$ cat config.mk
export PLATFORM = sky130hd
export DESIGN_NAME = mem_port_arbiter_flat
export DESIGN_NICKNAME = d
export VERILOG_FILES = /design/src/rtl/mem_port_arbiter_if.sv /design/src/rtl/mem_port_arbiter.sv /design/src/flat_wrapper.sv
export SDC_FILE = /design/constraint.sdc
export NUM_CORES = 1
export LEC_CHECK = 0
export CAP_MARGIN = 10
export CORE_AREA = 2 2 165 167
export CTS_CLUSTER_DIAMETER = 30
export DETAILED_ROUTE_END_ITERATION = 8
export DIE_AREA = 0 0 167 169
export PLACE_DENSITY = 0.69
export SLEW_MARGIN = 20
export SYNTH_ARGS = -nofsm -noshare
export SYNTH_HDL_FRONTEND = slang
export SYNTH_SLANG_ARGS = --single-unit
$ cat constraint.sdc
create_clock -name clk -period 7.75 [get_ports clk]
set_clock_uncertainty 0.2 [all_clocks]
set_input_delay 1.9375 -clock clk [delete_from_list [all_inputs] [get_ports clk]]
set_output_delay 1.9375 -clock clk [all_outputs]
set_load 0.02 [all_outputs]
$ cat src/rtl/mem_port_arbiter_if.sv
`default_nettype none
// ============================================================================
//  Module   : mem_port_arbiter_if
//  Purpose  : Bundles the requester-side and memory-side signals of the
//             three-port memory arbiter.
//  Modports : slave  - the arbiter's view (takes requests and memory beats,
//                      drives grants, beat strobes and the memory command).
//             master - the environment's view (requesters plus memory).
//  Signals  : req_read/req_write[3], req_addr[60], req_wrdata[192],
//             grant/ready/err[3], rddata[32], mem_addr[20], mem_read,
//             mem_write, mem_wrdata[64], mem_ready, mem_rddata[32].
//  Revision : 1.0 - initial release
// ============================================================================
interface mem_port_arbiter_if;
    // Requester side; port i uses bit i, addr bits [20i+19:20i],
    // write data bits [64i+63:64i].
    logic [2:0]   req_read;
    logic [2:0]   req_write;
    logic [59:0]  req_addr;
    logic [191:0] req_wrdata;
    logic [2:0]   grant;
    logic [2:0]   ready;
    logic [2:0]   err;
    logic [31:0]  rddata;

    // Memory side.
    logic [19:0]  mem_addr;
    logic         mem_read;
    logic         mem_write;
    logic [63:0]  mem_wrdata;
    logic         mem_ready;
    logic [31:0]  mem_rddata;

    modport slave (
        input  req_read, req_write, req_addr, req_wrdata,
        output grant, ready, err, rddata,
        output mem_addr, mem_read, mem_write, mem_wrdata,
        input  mem_ready, mem_rddata
    );

    modport master (
        output req_read, req_write, req_addr, req_wrdata,
        input  grant, ready, err, rddata,
        input  mem_addr, mem_read, mem_write, mem_wrdata,
        output mem_ready, mem_rddata
    );
endinterface
`default_nettype wire

$ cat src/rtl/mem_port_arbiter.sv
`default_nettype none
// ============================================================================
//  Module   : mem_port_arbiter
//  Purpose  : Shares one external memory port between display scanout
//             (port 0, strict priority), texture cache (port 1) and the
//             framebuffer writer (port 2, round-robin with port 1). One
//             transaction is outstanding at a time; each completes as two
//             32-bit beats (high word first) that are returned to the owner.
//             A per-beat watchdog aborts stalled transactions.
//  Ports    : clk, rst (synchronous, active-high)
//             bus (mem_port_arbiter_if.slave) - requests, grants, beat
//             strobes, error strobes and the memory command/beat signals.
//  Params   : TIMEOUT - cycles allowed for each beat (2..255).
//  Revision : 1.0 - initial release
// ============================================================================
module mem_port_arbiter #(
    parameter int unsigned TIMEOUT = 63
) (
    input  wire logic         clk,
    input  wire logic         rst,
    mem_port_arbiter_if.slave bus
);

    localparam logic [1:0] c_idle    = 2'd0;
    localparam logic [1:0] c_beat_hi = 2'd1;
    localparam logic [1:0] c_beat_lo = 2'd2;

    // Counter value of the last cycle in which a beat is still accepted.
    localparam logic [7:0] c_last_wait = 8'(TIMEOUT - 1);

    logic [1:0]  state_q,    state_d;
    logic [1:0]  owner_q,    owner_d;
    logic        is_write_q, is_write_d;
    logic [19:0] addr_q,     addr_d;
    logic [63:0] wrdata_q,   wrdata_d;
    logic [1:0]  rr_q,       rr_d;
    logic [7:0]  cnt_q,      cnt_d;
    logic [2:0]  grant_q,    grant_d;
    logic [2:0]  ready_q,    ready_d;
    logic [2:0]  err_q,      err_d;
    logic [31:0] rddata_q,   rddata_d;

    logic [2:0]  w_req;
    logic [1:0]  w_win;
    logic        w_win_valid;
    logic [19:0] w_sel_addr;
    logic [63:0] w_sel_wrdata;
    logic        w_sel_write;
    logic        w_busy;
    logic        w_beat;
    logic        w_expire;

    function automatic logic [2:0] f_onehot(input logic [1:0] port);
        case (port)
            2'd0:    f_onehot = 3'b001;
            2'd1:    f_onehot = 3'b010;
            2'd2:    f_onehot = 3'b100;
            default: f_onehot = 3'b000;
        endcase
    endfunction

    // ------------------------------------------------------------------
    // Arbitration: port 0 first, then ports 1/2 with rr_q as tie-breaker.
    // ------------------------------------------------------------------
    assign w_req       = bus.req_read | bus.req_write;
    assign w_win_valid = |w_req;

    always_comb begin
        w_win = 2'd0;
        if (w_req[0]) begin
            w_win = 2'd0;
        end else if (w_req[1] && w_req[2]) begin
            w_win = rr_q;
        end else if (w_req[1]) begin
            w_win = 2'd1;
        end else if (w_req[2]) begin
            w_win = 2'd2;
        end
    end

    // A port asserting both read and write is treated as a write.
    always_comb begin
        w_sel_addr   = bus.req_addr[19:0];
        w_sel_wrdata = bus.req_wrdata[63:0];
        w_sel_write  = bus.req_write[0];
        case (w_win)
            2'd1: begin
                w_sel_addr   = bus.req_addr[39:20];
                w_sel_wrdata = bus.req_wrdata[127:64];
                w_sel_write  = bus.req_write[1];
            end
            2'd2: begin
                w_sel_addr   = bus.req_addr[59:40];
                w_sel_wrdata = bus.req_wrdata[191:128];
                w_sel_write  = bus.req_write[2];
            end
            default: begin
                w_sel_addr   = bus.req_addr[19:0];
                w_sel_wrdata = bus.req_wrdata[63:0];
                w_sel_write  = bus.req_write[0];
            end
        endcase
    end

    // mem_ready counts in every beat-state cycle, including the command
    // cycle. A beat in the last permitted cycle wins over expiry.
    assign w_busy   = (state_q != c_idle);
    assign w_beat   = w_busy & bus.mem_ready;
    assign w_expire = w_busy & ~bus.mem_ready & (cnt_q == c_last_wait);

    // ------------------------------------------------------------------
    // State register
    // ------------------------------------------------------------------
    always_ff @(posedge clk) begin
        if (rst) begin
            state_q    <= c_idle;
            owner_q    <= 2'd0;
            is_write_q <= 1'b0;
            addr_q     <= 20'd0;
            wrdata_q   <= 64'd0;
            rr_q       <= 2'd1;
            cnt_q      <= 8'd0;
            grant_q    <= 3'b000;
            ready_q    <= 3'b000;
            err_q      <= 3'b000;
            rddata_q   <= 32'd0;
        end else begin
            state_q    <= state_d;
            owner_q    <= owner_d;
            is_write_q <= is_write_d;
            addr_q     <= addr_d;
            wrdata_q   <= wrdata_d;
            rr_q       <= rr_d;
            cnt_q      <= cnt_d;
            grant_q    <= grant_d;
            ready_q    <= ready_d;
            err_q      <= err_d;
            rddata_q   <= rddata_d;
        end
    end

    // ------------------------------------------------------------------
    // Next-state logic
    // ------------------------------------------------------------------
    always_comb begin
        state_d = state_q;
        case (state_q)
            c_idle: begin
                if (w_win_valid) begin
                    state_d = c_beat_hi;
                end
            end
            c_beat_hi: begin
                if (w_beat) begin
                    state_d = c_beat_lo;
                end else if (w_expire) begin
                    state_d = c_idle;
                end
            end
            c_beat_lo: begin
                if (w_beat || w_expire) begin
                    state_d = c_idle;
                end
            end
            default: state_d = c_idle;
        endcase
    end

    // ------------------------------------------------------------------
    // Output / datapath logic
    // ------------------------------------------------------------------
    always_comb begin
        owner_d    = owner_q;
        is_write_d = is_write_q;
        addr_d     = addr_q;
        wrdata_d   = wrdata_q;
        rr_d       = rr_q;
        cnt_d      = cnt_q;
        grant_d    = 3'b000;
        ready_d    = 3'b000;
        err_d      = 3'b000;
        rddata_d   = rddata_q;

        if (!w_busy && w_win_valid) begin
            owner_d    = w_win;
            is_write_d = w_sel_write;
            addr_d     = w_sel_addr;
            wrdata_d   = w_sel_wrdata;
            grant_d    = f_onehot(w_win);
            cnt_d      = 8'd0;
            // Port-0 grants leave the 1/2 rotation untouched.
            if (w_win == 2'd1) begin
                rr_d = 2'd2;
            end else if (w_win == 2'd2) begin
                rr_d = 2'd1;
            end
        end else if (w_beat) begin
            ready_d  = f_onehot(owner_q);
            rddata_d = bus.mem_rddata;
            cnt_d    = 8'd0;
        end else if (w_expire) begin
            err_d = f_onehot(owner_q);
            cnt_d = 8'd0;
        end else if (w_busy) begin
            cnt_d = cnt_q + 8'd1;
        end
    end

    // The command pulse coincides with the grant pulse.
    assign bus.grant      = grant_q;
    assign bus.ready      = ready_q;
    assign bus.err        = err_q;
    assign bus.rddata     = rddata_q;
    assign bus.mem_addr   = addr_q;
    assign bus.mem_wrdata = wrdata_q;
    assign bus.mem_read   = (|grant_q) & ~is_write_q;
    assign bus.mem_write  = (|grant_q) &  is_write_q;

endmodule
`default_nettype wire

$ cat src/flat_wrapper.sv
// flat-port wrapper written by rule: the top's interface ports become plain ports
module mem_port_arbiter_flat 
#(
    parameter int unsigned TIMEOUT = 63
)
  (clk, rst, bus_req_read, bus_req_write, bus_req_addr, bus_req_wrdata, bus_grant, bus_ready, bus_err, bus_rddata, bus_mem_addr, bus_mem_read, bus_mem_write, bus_mem_wrdata, bus_mem_ready, bus_mem_rddata);
  mem_port_arbiter_if bus_i ();
  input  wire logic clk;
  input  wire logic rst;
  input wire logic [$bits(bus_i.req_read)-1:0] bus_req_read;
  input wire logic [$bits(bus_i.req_write)-1:0] bus_req_write;
  input wire logic [$bits(bus_i.req_addr)-1:0] bus_req_addr;
  input wire logic [$bits(bus_i.req_wrdata)-1:0] bus_req_wrdata;
  output wire logic [$bits(bus_i.grant)-1:0] bus_grant;
  output wire logic [$bits(bus_i.ready)-1:0] bus_ready;
  output wire logic [$bits(bus_i.err)-1:0] bus_err;
  output wire logic [$bits(bus_i.rddata)-1:0] bus_rddata;
  output wire logic [$bits(bus_i.mem_addr)-1:0] bus_mem_addr;
  output wire logic [$bits(bus_i.mem_read)-1:0] bus_mem_read;
  output wire logic [$bits(bus_i.mem_write)-1:0] bus_mem_write;
  output wire logic [$bits(bus_i.mem_wrdata)-1:0] bus_mem_wrdata;
  input wire logic [$bits(bus_i.mem_ready)-1:0] bus_mem_ready;
  input wire logic [$bits(bus_i.mem_rddata)-1:0] bus_mem_rddata;
  assign bus_i.req_read = bus_req_read;
  assign bus_i.req_write = bus_req_write;
  assign bus_i.req_addr = bus_req_addr;
  assign bus_i.req_wrdata = bus_req_wrdata;
  assign bus_grant = bus_i.grant;
  assign bus_ready = bus_i.ready;
  assign bus_err = bus_i.err;
  assign bus_rddata = bus_i.rddata;
  assign bus_mem_addr = bus_i.mem_addr;
  assign bus_mem_read = bus_i.mem_read;
  assign bus_mem_write = bus_i.mem_write;
  assign bus_mem_wrdata = bus_i.mem_wrdata;
  assign bus_i.mem_ready = bus_mem_ready;
  assign bus_i.mem_rddata = bus_mem_rddata;
  mem_port_arbiter #(.TIMEOUT(TIMEOUT)) u_core (.clk(clk), .rst(rst), .bus(bus_i));
endmodule
==> flow_summary.ini <==
[outcome]
status = finished clean

[timing]
hold_slack_ns = 0.253
min_period_ns = 5.32
tightestPinTransition_ns = 1.12
hold_viol = 0
rsz0062_at_grt = no
drv_slew = 0
setup_viol = 0
fmax_mhz = 188
fin_setup_tns_ns = 0
fin_crit_sh_pct = 68.6
slew_headroom_pct = 25.5

[yosys]
synthXorXnorAreaFrac_pct = 0.971
synth_compound_area_share_pct = 34.9
ys_seq_elements = 140
synth_area_um2 = 6310
synth_warnings = 0
synth_cell_types = 37
yosysTopAreaCellShare_pct = 44.4
synthSimpleGateAreaFrac_pct = 12.8
synth_largest_area_cell = dfxtp_1
synth_top_family_by_area = compound AO/OA/AOI/OAI gates
syn_nets = 1039
synth.area.top_cells = dfxtp_1 44%, a221o_1 13%, o211ai_1 10%, a21oi_1 9.8%, nand2_1 9.3%
synthCells = 739
muxShareOfSynthArea_pct = 0
synthAdderAreaFrac_pct = 1.39
yosysSeqAreaShare_pct = 44.4
avgSynthCellArea_um2 = 8.54

[floorplanning]
fp.dieW_um = 167
core-area_um2 = 26500
dieHeight_um = 169
start_util_pct = 23.8
dieArea_um2 = 28200
io_pins = 420
rows = 60

[global_routing]
grt_overflow = 0
antenna_found_initial = 0
met3_usage_pct = 5.28
grt_most_used_layer = met2
grt_pass1_vias = 7221
grt_max_degree = 89
met2_usage_pct = 30.9
grt_pass1_wl_um = 40500
grtUsageMet1_pct = 21.6
grtUsageTotal_pct = 18.3

[hold_path]
min_from = u_core.bus.mem_wrdata[4]$_SDFFE_PP0P_
hold_path_class = reg -> reg

[place]
gp_congestion = 0.864
postPlaceCellArea_um2 = 10700
port-buffer-count = 419
dp_hpwl_um = 18600

[critical_path]
crit_arrival_ns = 5.45
critical_path.startpoint = bus_req_write[0]
start_kind = primary input
critPathRequiredTime_ns = 7.88
worstPathMaxFanout = 44
crit_type = in -> reg
worstSetupEndpointType = flip-flop
r2r-start = u_core.rr_q[0]$_SDFFE_PP1P_

[pwr]
intPower_uw = 1510
p_clk_share_pct = 35.6
swShare_pct = 31.2
p_leak_uw = 0.00389
pwr-share-seq_pct = 37.0
peakVddDrop_uv = 127
p_switching_uw = 685
combPwrFrac_pct = 27.5
power.density_nw_per_um2 = 196

[cts]
cts_htree_levels = 4
clockBufferDepth = 2
clock-sinks = 140
cts_resized = 0
cts_setup_buffers = 0
clk_pin_slew_ns = 0.07
cts_root_buffer = clkbuf_16
clk_latency_ns = 0.41
cts_buffers = 17
cts_hold_buf = 0
tritoncts = done

[routing]
vias_per_cell = 4.96
first_pass_iters = 5
ant_nets = 0
vias = 7229
drc = 0
drt_iter0_drc = 424
wl_per_cell_um = 18.6
drt-total-wl_um = 27100

[finish]
drive_above_1_share_pct = 4.12
fillers = 2660
multiInputGateArea_um2 = 3210
antennaDiodeCount = 0
synthToLayoutAreaGrowth_pct = 78.0
regArea_um2 = 2800
fin_nets = 1403
design_area_um2 = 11200

[run]
cap_violations = 0
-- flip-flops by register name, summed over array words and instances (netlist names) --
register and count:
u_core.bus.mem_wrdata 64, u_core.bus.err 3, u_core.state_q 2, u_core.bus.mem_addr 20, u_core.owner_q 2, u_core.bus.rddata 32
u_core.bus.grant 3, u_core.cnt_q 8, u_core.rr_q 2, u_core.bus.ready 3, u_core.is_write_q 1
-- synthesized netlist by cell type, drive strengths merged --
cell / instances
o221ai: 2
nor4: 1
a21oi: 123
a21o: 2
o211ai: 85
nand4: 2
and3: 1
a31oi: 2
nor4b: 1
and4: 1
nor2b: 1
nand2: 156
a211oi: 1
o21ai: 1
buf: 25
nor2: 17
or2: 1
xnor2: 1
a22oi: 1
a31o: 1
xor2: 6
nand3b: 2
nor3: 5
clkbuf: 54
a221o: 85
nand2b: 2
inv: 4
o211a: 1
and2: 1
ha: 7
nand3: 4
dfxtp: 140
nor3b: 3
-- cell families after synthesis --
family | Yosys count
flip-flops | 140
AO/OA/AOI/OAI | 304
XOR/XNOR | 7
AND/OR/NAND/NOR | 198
adder cells (fa/ha/maj) | 7
buffers and inverters | 83
-- final timing paths --
path | slack, ns | depth (start not counted) | end
max | 2.43 | 9 | u_core.bus.mem_wrdata[23]$_SDFFE_PP0P_
min | 0.25 | 2 | u_core.bus.mem_wrdata[4]$_SDFFE_PP0P_
max reg2reg | 4.53 | 7 | u_core.bus.mem_wrdata[23]$_SDFFE_PP0P_
min reg2reg | 0.25 | 2 | u_core.bus.mem_wrdata[4]$_SDFFE_PP0P_
-- placed cells by master (no fill, tap or decap), types with 2 or more instances in the layout --
cell type,count
nor2_1,17
buf_4,6
o221ai_1,2
nand3_1,4
nand3b_1,2
clkbuf_16,17
o211ai_1,85
xor2_1,6
nor3b_1,3
a21oi_1,123
inv_8,3
dfxtp_1,140
a221o_1,85
ha_1,4
nand2_1,155
nand4_1,2
ha_4,3
a21o_1,2
inv_1,3
clkinv_2,3
inv_6,7
nand2b_1,2
clkdlybuf4s50_1,418
nor3_1,5
-- stage by stage --
step | std cells | worst slack, ns | total power (uW) | utilization [%]
after floorplan | 739 | 3.56 | 1100 | -
final | 1457 | 2.43 | 2200 | 42.4
after global routing | 1457 | 2.17 | 2310 | 42.4
after detailed placement | 1425 | 2.03 | 1430 | 40.3
after global placement | 1425 | 2.08 | 1430 | 40.3
after CTS | 1457 | 2.48 | 2230 | 42.4
-- layout make-up --
type	count	area share, %
repair buffers	424	37.6
multi-input cells	516	28.6
flip-flops and latches	140	24.9
well taps	341	3.80
clock buffers	17	3.79
clock inverters	15	1.12
inverters	4	0.134
-- worst max-delay path: stages --
cell and delay [ns]:
clkdlybuf4s50_1 0.43, nor2_1 0.46, o221ai_1 0.47, ha_4 0.37
inv_2 0.67, buf_4 0.57, a221o_1 0.21, o211ai_1 0.09
a21oi_1 0.17
-- power by group through the flow --
| stage | logic [uW] | clock network (uW) | registers [uW] |
|---|---|---|---|
| floorplan | 207 | 0 | 896 |
| global placement | 603 | 0 | 827 |
| detailed placement | 606 | 0 | 829 |
| CTS | 608 | 813 | 813 |
| global route | 646 | 843 | 821 |
| finish | 604 | 782 | 813 |
-- metal layers --
metal | share of wire (%) | wire, um
met1 | 41 | 11000
met2 | 49 | 13300
met3 | 6.7 | 1830
met4 | 3.6 | 974
met5 | 0 | 0
Power figures use the tool's default switching activity.
